File: src/rtl/pipelined_cla_addsub.sv
// Pipelined carry-lookahead adder/subtractor with a valid/ready handshake.
// Each stage sums one N/STAGES-bit slice, least-significant slice first.
module pipelined_cla_addsub #(
    parameter int N      = 32,
    parameter int STAGES = 2,
    parameter int GROUP  = 4
) (
    input  logic         clk,
    input  logic         reset_n,
    input  logic         in_valid,
    output logic         in_ready,
    input  logic [N-1:0] A,
    input  logic [N-1:0] B,
    input  logic         Cin,
    input  logic         sub,
    output logic         out_valid,
    input  logic         out_ready,
    output logic [N-1:0] Sum,
    output logic         Cout,
    output logic         Ovf,
    output logic         Zero
);

    localparam int W  = N / STAGES;
    localparam int NG = W / GROUP;
    localparam int LS = STAGES - 1;

    if ((N % STAGES) != 0 || (W % GROUP) != 0) begin : g_bad_params
        $error("pipelined_cla_addsub: N/STAGES/GROUP combination is illegal");
    end

    logic adv;

    assign adv      = !(out_valid && !out_ready);
    assign in_ready = adv;

    for (genvar s = 0; s < STAGES; s++) begin : g_st
        localparam int LO = s * W;
        localparam int HI = LO + W;

        logic            v_i;
        logic            sub_i;
        logic            c_i;
        logic [N-LO-1:0] a_up;
        logic [N-LO-1:0] b_up;
        logic [W-1:0]    a_s;
        logic [W-1:0]    b_s;
        logic [W-1:0]    s_o;
        logic            c_o;
        logic [HI-1:0]   sum_all;

        // Operand bits from LO upward arrive here; bits below LO are already summed.
        if (s == 0) begin : g_in
            assign v_i     = in_valid;
            assign sub_i   = sub;
            assign c_i     = Cin ^ sub;
            assign a_up    = A;
            assign b_up    = B;
            assign sum_all = s_o;
        end else begin : g_in
            assign v_i     = g_st[s-1].g_reg.v_q;
            assign sub_i   = g_st[s-1].g_reg.sub_q;
            assign c_i     = g_st[s-1].g_reg.c_q;
            assign a_up    = g_st[s-1].g_reg.a_q;
            assign b_up    = g_st[s-1].g_reg.b_q;
            assign sum_all = {s_o, g_st[s-1].g_reg.sum_q};
        end

        assign a_s = a_up[W-1:0];
        assign b_s = b_up[W-1:0] ^ {W{sub_i}};

        always_comb begin
            logic [W-1:0] g;
            logic [W-1:0] p;
            logic         cg;
            logic         gp;
            logic         pp;
            g   = a_s & b_s;
            p   = a_s ^ b_s;
            cg  = c_i;
            gp  = 1'b0;
            pp  = 1'b1;
            s_o = '0;
            for (int k = 0; k < NG; k++) begin
                gp = 1'b0;
                pp = 1'b1;
                for (int j = 0; j < GROUP; j++) begin
                    s_o[k*GROUP+j] = p[k*GROUP+j] ^ (gp | (pp & cg));
                    gp = g[k*GROUP+j] | (p[k*GROUP+j] & gp);
                    pp = pp & p[k*GROUP+j];
                end
                cg = gp | (pp & cg);
            end
            c_o = cg;
        end

        if (s < STAGES - 1) begin : g_reg
            logic            v_q;
            logic            sub_q;
            logic            c_q;
            logic [N-HI-1:0] a_q;
            logic [N-HI-1:0] b_q;
            logic [HI-1:0]   sum_q;

            always_ff @(posedge clk) begin
                if (!reset_n) begin
                    v_q <= 1'b0;
                end else if (adv) begin
                    v_q   <= v_i;
                    sub_q <= sub_i;
                    c_q   <= c_o;
                    a_q   <= a_up[N-LO-1:W];
                    b_q   <= b_up[N-LO-1:W];
                    sum_q <= sum_all;
                end
            end
        end
    end

    // Carry into the MSB is recovered as sum ^ a ^ b at the top bit.
    always_ff @(posedge clk) begin
        if (!reset_n) begin
            out_valid <= 1'b0;
            Sum       <= '0;
            Cout      <= 1'b0;
            Ovf       <= 1'b0;
            Zero      <= 1'b0;
        end else if (adv) begin
            out_valid <= g_st[LS].v_i;
            Sum       <= g_st[LS].sum_all;
            Cout      <= g_st[LS].c_o;
            Ovf       <= g_st[LS].s_o[W-1] ^ g_st[LS].a_s[W-1]
                       ^ g_st[LS].b_s[W-1] ^ g_st[LS].c_o;
            Zero      <= (g_st[LS].sum_all == '0);
        end
    end

endmodule

File: config.mk
export PLATFORM = sky130hd
export DESIGN_NAME = pipelined_cla_addsub
export DESIGN_NICKNAME = d
export VERILOG_FILES = /design/src/rtl/pipelined_cla_addsub.sv
export SDC_FILE = /design/constraint.sdc
export NUM_CORES = 1
export LEC_CHECK = 0
export BUFFER_PORTS_ARGS = -buffer_cell sky130_fd_sc_hd__buf_4
export CORE_MARGIN = 4
export CORE_UTILIZATION = 49
export DETAILED_ROUTE_END_ITERATION = 10
export PLACE_DENSITY = 0.77
export SYNTH_ARGS = -nofsm -noshare
export SYNTH_HDL_FRONTEND = slang
export SYNTH_SLANG_ARGS = --single-unit
File: constraint.sdc
create_clock -name clk -period 3.65 [get_ports clk]
set_input_delay 0.365 -clock clk [delete_from_list [all_inputs] [get_ports clk]]
set_output_delay 0.365 -clock clk [all_outputs]
set_load 0.05 [all_outputs]
; ---- After elaboration in Yosys (flattened, before gate mapping)
; Index checks and enable logic that the tools add are counted.
[totals]
reg_bits = 87
output_inout_bits = 37
word_cells = 195
in_bits = 70
[classes]
n_reduce_logical = 5
n_bitwise = 179
[op_table]
columns = op, n
row1 = $and A1 B1 Y1, 80
row2 = $xor A16 B16 Y16, 4
row3 = $or A1 B1 Y1, 56
row4 = $xor A1 B1 Y1, 36
row5 = $and A16 B16 Y16, 2
row6 = $logic_not A32 Y1, 1
row7 = $logic_not A1 Y1, 2
row8 = $reduce_and A2 Y1, 1
row9 = $logic_and A1 B1 Y1, 1
row10 = $not A1 Y1, 1

; ---- Logic depth before layout (Yosys ltp)
; Gate-level depths: netlist (run 1).
[depth]
depth_word = 19
depth_mapped = 18

; ---- Worst setup path after synthesis (run 1)
; Ideal clock, no wire load.
[synth_timing]
kind = flip-flop to flip-flop
start = register g_st[0].g_reg.sub_q
end = register Zero
slack_ns = -0.309
path_buffers = 2
required_ns = 3.581
period_less_slack_ns = 3.959
setup_time_ns = 0.069
arrival_ns = 3.890
stages_incl_launch_ff = 19
cell_sequence = edfxtp_1 buf_2 buf_1 xor2_1 ha_1 nand4_1 o41a_1 o2111ai_1 a21oi_1 nor2b_1 nor2_1 fa_1 nor4b_1 nand2_1 nor3_1 nand3_1 a2111oi_0 o2111ai_1 o21ai_1
[synth_via]
elab_chain_cells = 17
elab_cells_between_ends = 83
[synth_lines]
columns = element, line_no
row1 = start: declaration, 99  ; logic sub_q;
row2 = start signal: assignment, 110  ; sub_q <= sub_i;
row3 = $xor A16 B16 Y16 *, 70  ; assign b_s = b_up[W-1:0] ^ {W{sub_i}};
row4 = $xor A16 B16 Y16 / $and A16 B16 Y16 (equally long branches), "79, 78"
row5 = $and A1 B1 Y1, 89  ; gp = g[k*GROUP+j] | (p[k*GROUP+j] & gp);
row6 = $or A1 B1 Y1, 89
row7 = $and A1 B1 Y1, 89
row8 = $or A1 B1 Y1, 89
row9 = $and A1 B1 Y1, 89
row10 = $or A1 B1 Y1, 89
row11 = $or A1 B1 Y1, 92  ; cg = gp | (pp & cg);
row12 = $and A1 B1 Y1, 92
row13 = $or A1 B1 Y1, 92
row14 = $and A1 B1 Y1, 92
row15 = $or A1 B1 Y1, 92
row16 = $and A1 B1 Y1, 88  ; s_o[k*GROUP+j] = p[k*GROUP+j] ^ (gp | (pp & cg));
row17 = $or A1 B1 Y1, 88
row18 = $xor A1 B1 Y1, 88
row19 = $logic_not A32 Y1 *, 134  ; Zero <= (g_st[LS].sum_all == '0);
row20 = end signal: assignment, 134
row21 = end: declaration, 21  ; output logic Zero
; Mark *: on every way between the ends. The rest lies on a longest branch, timed or not.
; A chain may end at the register's enable or synchronous reset.

; ---- Final worst setup path (run 1)
; Ends and elaborated chain as after synthesis.

==> results of run 1 <==
==> cell usage after synthesis, types with 5 or more instances <==
cell and instances:
sky130_fd_sc_hd__nor2_1 29, sky130_fd_sc_hd__nand2_1 50, sky130_fd_sc_hd__inv_1 27, sky130_fd_sc_hd__o21a_1 5, sky130_fd_sc_hd__xor2_1 41, sky130_fd_sc_hd__clkbuf_1 9
sky130_fd_sc_hd__nor3_1 9, sky130_fd_sc_hd__xnor2_1 12, sky130_fd_sc_hd__a21oi_1 34, sky130_fd_sc_hd__o21ai_0 6, sky130_fd_sc_hd__fa_1 8, sky130_fd_sc_hd__a21o_1 9
sky130_fd_sc_hd__o211ai_1 6, sky130_fd_sc_hd__dfxtp_1 37, sky130_fd_sc_hd__edfxtp_1 50, sky130_fd_sc_hd__ha_1 32, sky130_fd_sc_hd__a211oi_1 8, sky130_fd_sc_hd__nor2b_1 5
==> power breakdown <==
part | leakage (nW) | switching [W] | internal, W
Clock | 0.0935 | 0.000343 | 0.000269
Combinational | 1.71 | 0.000595 | 0.000397
Sequential | 0.794 | 0.0000723 | 0.00118
==> path summary, 6_finish.rpt <==
kind	end	cells after the start	slack (ns)	startpoint
worst min-delay path	g_st[0].g_reg.b_q[4]	1	0.18	B[20]
worst max-delay path	Zero	17	-0.05	g_st[0].g_reg.sub_q
worst max register to register	Zero	17	-0.05	g_st[0].g_reg.sub_q
worst min register to register	Sum[0]	2	0.46	Sum[0]
==> layout make-up <==
cell class / count / area (um^2) / share of cell area [%]
Multi-Input combinational cell: 303 / 2240 / 38.4
Sequential cell: 87 / 2240 / 38.4
Clock inverter: 6 / 42.5 / 0.728
Tap cell: 111 / 139 / 2.38
Timing Repair Buffer: 124 / 935 / 16.0
Inverter: 28 / 105 / 1.80
Clock buffer: 10 / 138 / 2.36
==> sequential cells by signal, summed over array words and instances, names as in the netlist <==
| register | flops |
|---|---|
| g_st.g_reg.b_q | 16 |
| Cout | 1 |
| out_valid | 1 |
| Zero | 1 |
| g_st.g_reg.c_q | 1 |
| g_st.g_reg.a_q | 16 |
| g_st.g_reg.v_q | 1 |
| g_st.g_reg.sum_q | 16 |
| Ovf | 1 |
| g_st.g_reg.sub_q | 1 |
| Sum | 32 |
==> worst register-to-register path, delay by kind of cell, from the launching register on <==
| family | cells | cell delay, ns |
|---|---|---|
| compound gates | 7 | 1.32 |
| xor+xnor | 1 | 0.18 |
| fa+ha+maj | 2 | 0.85 |
| buf+inv | 1 | 0.17 |
| flops | 1 | 0.38 |
| simple gates | 6 | 0.74 |
==> metal layers <==
layer	vias up	routed length [um]	track usage, %
met5	-	0	0
met4	0	192	6.28
met3	18	532	4.32
met2	83	5190	32.7
met1	1649	4160	23.4
li1	1767	-	-
==> placed cells by master, fill, tap and decap left out, types with 5 or more instances in the layout <==
master,synthesis,layout
sky130_fd_sc_hd__ha_1,32,32
sky130_fd_sc_hd__xor2_1,41,41
sky130_fd_sc_hd__xnor2_1,12,12
sky130_fd_sc_hd__clkbuf_8,0,10
sky130_fd_sc_hd__dfxtp_1,37,37
sky130_fd_sc_hd__a21o_1,9,9
sky130_fd_sc_hd__o21ai_0,6,6
sky130_fd_sc_hd__nand2_1,50,50
sky130_fd_sc_hd__a21oi_1,34,33
sky130_fd_sc_hd__nor3_1,9,8
sky130_fd_sc_hd__o211ai_1,6,6
sky130_fd_sc_hd__fa_1,8,8
sky130_fd_sc_hd__o21a_1,5,5
sky130_fd_sc_hd__inv_1,27,26
sky130_fd_sc_hd__a211oi_1,8,7
sky130_fd_sc_hd__edfxtp_1,50,50
sky130_fd_sc_hd__buf_4,0,123
sky130_fd_sc_hd__nor2_1,29,29
==> cells by family after synthesis <==
logic type	synth area share (%)
compound gates	12.7
flops	48.9
xor+xnor	10.1
buf+inv	3.74
mux	0.219
simple gates	11.8
fa+ha+maj	12.5
==> through the flow <==
stage | instance area, um^2 | hold slack [ns]
4_1_cts | 5790 | 0.163
2_1_floorplan | 4600 | 0.432
3_3_place_gp | 5580 | 0.439
5_1_grt | 5840 | 0.163
6_report | 5840 | 0.184
3_5_place_dp | 5580 | 0.448
==> what timing repair did <==
item	in CTS	in global routing
pin swaps	6	9
endpoints found under the setup margin	1	1
setup buffers	1	2
hold endpoints to repair	0	0
gates resized for setup	5	4
==> implementation parameters, run 1 <==
Parameter                              Value

Clocking
  Clock slew at reported path FFs ... about 0.090 ns
  # hold bufs at CTS ... 0
  TritonCTS Sinks ... between 80 and 90
  TritonCTS clock tree ... yes
  Number of CTS-inserted buffers ... 9
  Library cell used as clock root buffer ... sky130_fd_sc_hd__clkbuf_8
  H-Tree Depth ... 3
  Clock insertion delay at the later pin of the skew report ... 0.35 ns
  Number of buffers on the longest clock path ... 2

Layout
  Fin util ... 63.8%
  Net total in the final layout ... approximately 660
  Non-Filler Instances ... roughly 670
  Share of layout cells above drive strength 1 ... 27.2%
  Filler cell count ... 754
  Layout Area Growth over Synthesis ... 27.5%
  Antenna diodes ... 0

Floorplan
  Width of the chip ... 105 um
  Floorplan die area ... ~11000 um^2
  Starting density of the core ... 50.0%
  Number of top-level pins ... 107
  Number of rows created at floorplan ... 35
  Area of the core ... about 9000 um^2
  Die outline height ... 105 um

Synthesis
  Sequential-to-total area share from yosys stat ... between 40% and 50%
  Mean Syn Cell Area ... 10.6 um^2
  Most common flop cell mapped by yosys ... sky130_fd_sc_hd__edfxtp_1
  Seq cells post-synth ... between 80 and 90
  Number of standard cells after synthesis ... between 400 and 500
  Yosys top cell by area ... sky130_fd_sc_hd__edfxtp_1
  Syn Nets ... 543
  Synth warn ... 0
  Count of flip-flops with a built-in enable after synthesis ... 50
  Synthesized cell area ... ~4600 um^2
  Top area cells in the synthesized netlist ... sky130_fd_sc_hd__edfxtp_1, sky130_fd_sc_hd__dfxtp_1, sky130_fd_sc_hd__ha_1
  Async S/R FF share, synth ... 0%
  Top-area cell type share of the netlist area ... 32.8%
  Count of cell types in the netlist ... 49

Worst setup path
  Longest individual stage delay on the worst path ... 0.52 ns
  Category of the critical setup timing path ... flop to flop
  Kind of cell with the highest combined delay on the critical path ... compound AO/OA/AOI/OAI gates
  Element type at the critical path start ... flop
  Highest fanout seen on the critical path ... 10
  WP buf/inv ... 1
  Req. time, crit path ... 3.94 ns
  Worst endpoint data arrival time ... 3.99 ns
  Crit-path cells ... buf_6, xor2_1, ha_1, a211oi_2, o41a_1, o2111ai_2, a21oi_2, nor2b_1, nor2_1, fa_1, nor4b_4, nand2_1, nor3_2, nand3_1, a2111oi_4, o2111ai_1, o21ai_1
  Worst Setup End Kind ... flop
  Cell with the largest stage delay on the worst path ... sky130_fd_sc_hd__fa_1

Route
  Detail-routed net length per standard cell ... ~15 um
  Initial drt markers ... 169
  Post-detailed-route count of antenna-violating nets ... 0
  Number of remaining DRC errors ... 0
  1st-pass router iterations ... 4
  Post-DR vias/cell ... roughly 5.3
  Count of vias placed by the detailed router ... 3517
  Post-detailed-routing wire length ... about 10 mm

GRT
  Largest net degree at the start of global routing ... about 50
  Via count of the first global-routing pass ... roughly 3.5k
  Initial antenna violation count ... 0
  GRT Total Usage ... roughly a fifth
  Total congestion overflow after global routing ... 0
  First-pass GRT wire length ... around 17 mm

Pwr
  Standby leakage power ... 2.59 nW
  Largest vdd supply drop ... 0.000239 V
  Sum of internal, switching and leakage power ... between 0.002 and 0.003 W
  Power density of the placed cells ... about 500 nW/um^2

Run status
  Violations in the final reports ... negative setup slack
  Status ... finished with violations

STA
  Total count of hold-check failures in the final report ... 0
  Final-layout setup total negative slack ... -0.0479 ns
  Slew margin rel. ... between 20% and 30%
  Pin slew with the least headroom to its limit ... 1.05 ns
  Highest Clock Rate ... between 200 and 300 MHz
  Final clock skew ... 0.00652 ns
  Final Cycle Share ... 101%
  RSZ-0062 raised after global routing ... true
  Count of final setup violators ... 1
  Number of pins exceeding their max-slew limit in the final report ... 0
  Worst path setup slack after routing ... -0.0479 ns
  Tmin final ... around 3.7 ns

Run
  Max-cap check violation count ... 0

Place
  Final HPWL DP ... approximately 7.7 mm
  # placed instances ... 650
  Final weighted congestion in routability-driven placement ... about 0.8
  Worst-case setup slack after placement ... -0.234 ns
  Port Buf Inserts ... around 110

Hold path
  Type of the most critical hold path ... input port to flop
No activity file was read; power rests on OpenSTA's default activity.
==> run 2, diff against run 1 <==
Settings changed: CORE_UTILIZATION 49 to 26, CTS_CLUSTER_SIZE from default to 10, PLACE_DENSITY 0.77 to default.
==> run 2 against run 1 <==
Net effect: largest cell class unchanged; core utilization decreased by 29 points; setup slack worse by 0.094 ns; register-to-register slack lost 0.09 ns; critical endpoint unchanged; the run still ends with negative setup slack left; critical path type unchanged.
==> implementation parameters, run 2 (synthesis results as in run 1) <==
Parameter                              Value

GRT
  First-pass GRT wire length ... 19.8 mm (was 16.9 mm)
  Initial antenna violation count ... 0 (unchanged)
  Largest net degree at the start of global routing ... 51 (unchanged)
  GRT Total Usage ... 12.7% (was 18.9%)
  Via count of the first global-routing pass ... 3899 (was 3528)
  Total congestion overflow after global routing ... 0 (unchanged)

Clocking
  TritonCTS clock tree ... yes (unchanged)
  Library cell used as clock root buffer ... sky130_fd_sc_hd__clkbuf_16 (was sky130_fd_sc_hd__clkbuf_8)
  H-Tree Depth ... 3 (unchanged)
  # hold bufs at CTS ... 0 (unchanged)
  Number of CTS-inserted buffers ... 9 (unchanged)
  TritonCTS Sinks ... 87 (unchanged)
  Clock insertion delay at the later pin of the skew report ... 0.34 ns (was 0.35 ns)
  Clock slew at reported path FFs ... 0.06 ns (was 0.09 ns)
  Number of buffers on the longest clock path ... 2 (unchanged)

STA
  Worst path setup slack after routing ... -0.142 ns (was -0.0479 ns)
  Final clock skew ... 0.00617 ns (was 0.00652 ns)
  Highest Clock Rate ... 264 MHz (was 270 MHz)
  Slew margin rel. ... 26.2% (was 29.6%)
  Number of pins exceeding their max-slew limit in the final report ... 0 (unchanged)
  Tmin final ... 3.79 ns (was 3.70 ns)
  Final Cycle Share ... 104% (was 101%)
  RSZ-0062 raised after global routing ... true (unchanged)
  Total count of hold-check failures in the final report ... 0 (unchanged)
  Count of final setup violators ... 1 (unchanged)
  Pin slew with the least headroom to its limit ... 1.11 ns (was 1.05 ns)

Layout
  Layout Area Growth over Synthesis ... 33.3% (was 27.5%)
  Sequential cell area ... 2240 um^2 (unchanged)
  Multi-input combinational cell area ... 2240 um^2 (about the same)
  Commonest cells after routing, fill and taps aside ... sky130_fd_sc_hd__buf_4, sky130_fd_sc_hd__nand2_1, sky130_fd_sc_hd__edfxtp_1, sky130_fd_sc_hd__xor2_1, sky130_fd_sc_hd__dfxtp_1 (unchanged)
  Number of flip-flops in the largest register ... 32 (unchanged)
  Net total in the final layout ... 665 (was 663)
  Filler cell count ... 1772 (was 754)
  Biggest register ... Sum (unchanged)
  Fin util ... 35.3% (was 63.8%)
  Most common cell after layout, fill and taps aside ... sky130_fd_sc_hd__buf_4 (unchanged)
  Antenna diodes ... 0 (unchanged)
  Share of layout cells above drive strength 1 ... 27.1% (was 27.2%)
  Finished Cell Area ... 6100 um^2 (was 5840 um^2)

Place
  Final weighted congestion in routability-driven placement ... 0.816 (was 0.804)
  Final HPWL DP ... 9.27 mm (was 7.73 mm)
  Area post-placement ... 5730 um^2 (was 5580 um^2)
  Worst-case setup slack after placement ... -0.327 ns (was -0.234 ns)
  Port Buf Inserts ... 106 (unchanged)

Worst setup path
  Category of the critical setup timing path ... flop to flop (unchanged)
  Register-to-Register Setup Slack ... -0.14 ns (was -0.05 ns)
  Cell with the largest stage delay on the worst path ... sky130_fd_sc_hd__fa_1 (unchanged)
  Crit-path cells ... buf_4, buf_4, xor2_1, ha_1, nand2_1, o41a_1, o2111ai_2, a21oi_2, nor2b_1, nor2_1, fa_1, nor4b_4, nand2_1, nor3_2, nand3_2, a2111oi_4, o2111ai_1, o21ai_1 (was buf_6, xor2_1, ha_1, a211oi_2, o41a_1, o2111ai_2, a21oi_2, nor2b_1, nor2_1, fa_1, nor4b_4, nand2_1, nor3_2, nand3_1, a2111oi_4, o2111ai_1, o21ai_1)
  Worst endpoint data arrival time ... 4.07 ns (was 3.99 ns)
  Req. time, crit path ... 3.92 ns (was 3.94 ns)
  Worst Setup End Kind ... flop (unchanged)
  Termination of the worst setup path ... Zero (unchanged)
  Depth of the most critical reg-to-reg path ... 18 (was 17)
  Longest individual stage delay on the worst path ... 0.53 ns (was 0.52 ns)
  Highest fanout seen on the critical path ... 4 (was 10)
  Worst reg2reg path endpoint ... Zero (unchanged)
  RR Startpoint ... g_st[0].g_reg.sub_q (unchanged)
  Worst Setup SP ... g_st[0].g_reg.sub_q (unchanged)
  Element type at the critical path start ... flop (unchanged)

Pwr
  Standby leakage power ... 2.65 nW (was 2.59 nW)
  Reg power frac ... 39.5% (was 43.8%)
  Internal power ... 0.00211 W (was 0.00185 W)
  Clock power share ... 28.8% (was 21.4%)
  Power density of the placed cells ... 521 nW/um^2 (was 489 nW/um^2)
  Largest vdd supply drop ... 0.000182 V (was 0.000239 V)
  Combinational fraction of design power ... 31.7% (was 34.7%)
  Switching power of the nets ... 0.00107 W (was 0.00101 W)
  Share of total power consumed by net switching ... 33.7% (was 35.4%)

Hold path
  Type of the most critical hold path ... input port to flop (unchanged)
  Worst hold path startpoint ... A[24] (was B[20])

Floorplan
  Die outline height ... 141 um (was 105 um)
  Starting density of the core ... 26.5% (was 50.0%)
  Number of rows created at floorplan ... 48 (was 35)
  Area of the core ... 17300 um^2 (was 9150 um^2)
  Number of top-level pins ... 107 (unchanged)
  Floorplan die area ... 19800 um^2 (was 11000 um^2)
  Width of the chip ... 141 um (was 105 um)

Route
  1st-pass router iterations ... 4 (unchanged)
  Detail-routed net length per standard cell ... 15.3 um (was 15.1 um)
  Routed length on met3 ... 736 um (was 532 um)
  Met1 routed wirelength after detailed routing ... 5.14 mm (was 4.16 mm)
  Post-DR vias/cell ... 4.61 (was 5.26)
  Met2 routed wirelength ... 5.81 mm (was 5.19 mm)
  Number of remaining DRC errors ... 0 (unchanged)
  Post-detailed-routing wire length ... 12.0 mm (was 10.1 mm)
  Count of vias placed by the detailed router ... 3615 (was 3517)
  Highest metal used ... met4 (unchanged)
  Post-detailed-route count of antenna-violating nets ... 0 (unchanged)
  Initial drt markers ... 167 (was 169)

Run status
  Violations in the final reports ... negative setup slack (unchanged)
  Status ... finished with violations (unchanged)

Run
  Max-cap check violation count ... 0 (unchanged)
## run 2: cell types whose count changed in the layout (fill, tap and decap cells not counted), moves of 2 or more
cell,change
sky130_fd_sc_hd__clkbuf_1,+2
sky130_fd_sc_hd__clkbuf_8,-10
sky130_fd_sc_hd__clkbuf_16,+9
sky130_fd_sc_hd__buf_4,+3
## run 2: timing repair
| action | 4_1_cts | 5_1_grt |
|---|---|---|
| setup buffers | 4 | 0 |
| cloned | 0 | 0 |
| gates resized for setup | 4 | 5 |
| pin swaps | 3 | 3 |
| endpoints found under the setup margin | 1 | 1 |
## run 2: how the worst min path moves through the flow
stage	depth (start not counted)	to	slack, ns
finish	1	g_st[0].g_reg.a_q[8]	0.19
global route	1	g_st[0].g_reg.b_q[8]	0.17
CTS	1	g_st[0].g_reg.a_q[9]	0.17
detailed placement	2	Sum[1]	0.45
global placement	2	Sum[10]	0.44
floorplan	2	g_st[0].g_reg.v_q	0.43
## run 2: worst max-delay path: cells and delay by family (launching register included)
family / cells / cell delay [ns]
compound gates: 6 / 1.15
fa+ha+maj: 2 / 0.83
simple gates: 7 / 0.79
flops: 1 / 0.42
buf+inv: 2 / 0.33
xor+xnor: 1 / 0.18
## run 2: routing by layer
layer,vias to the layer above,global-route usage (%)
li1,1772,-
met1,1724,15.3
met2,102,21.0
met3,17,3.83
met4,0,5.41
met5,-,0
## run 2: area by class of cell
class / count / share of cell area [%]
flip-flops and latches: 87 / 36.7
multi-input cells: 303 / 36.7
repair buffers: 126 / 15.5
well taps: 225 / 4.61
clock buffers: 11 / 3.81
inverters: 28 / 1.72
clock inverters: 5 / 0.943
## run 2: power by group through the flow
stage          logic, W  registers [W]  clock network [W]
2_1_floorplan  0.000452        0.00146                  0
3_3_place_gp   0.000959        0.00128                  0
3_5_place_dp   0.000982        0.00128                  0
4_1_cts         0.00100        0.00126           0.000955
5_1_grt         0.00110        0.00128           0.000983
6_report        0.00101        0.00126           0.000917
## run 2: metrics by stage
step | hold slack (ns) | std cells | power [W] | TNS [ns]
floorplan | 0.432 | 433 | 0.00192 | 0
global placement | 0.444 | 765 | 0.00224 | -0.130
detailed placement | 0.450 | 765 | 0.00227 | -0.327
CTS | 0.172 | 785 | 0.00322 | -0.0849
global route | 0.172 | 785 | 0.00336 | -0.375
finish | 0.192 | 785 | 0.00318 | -0.142
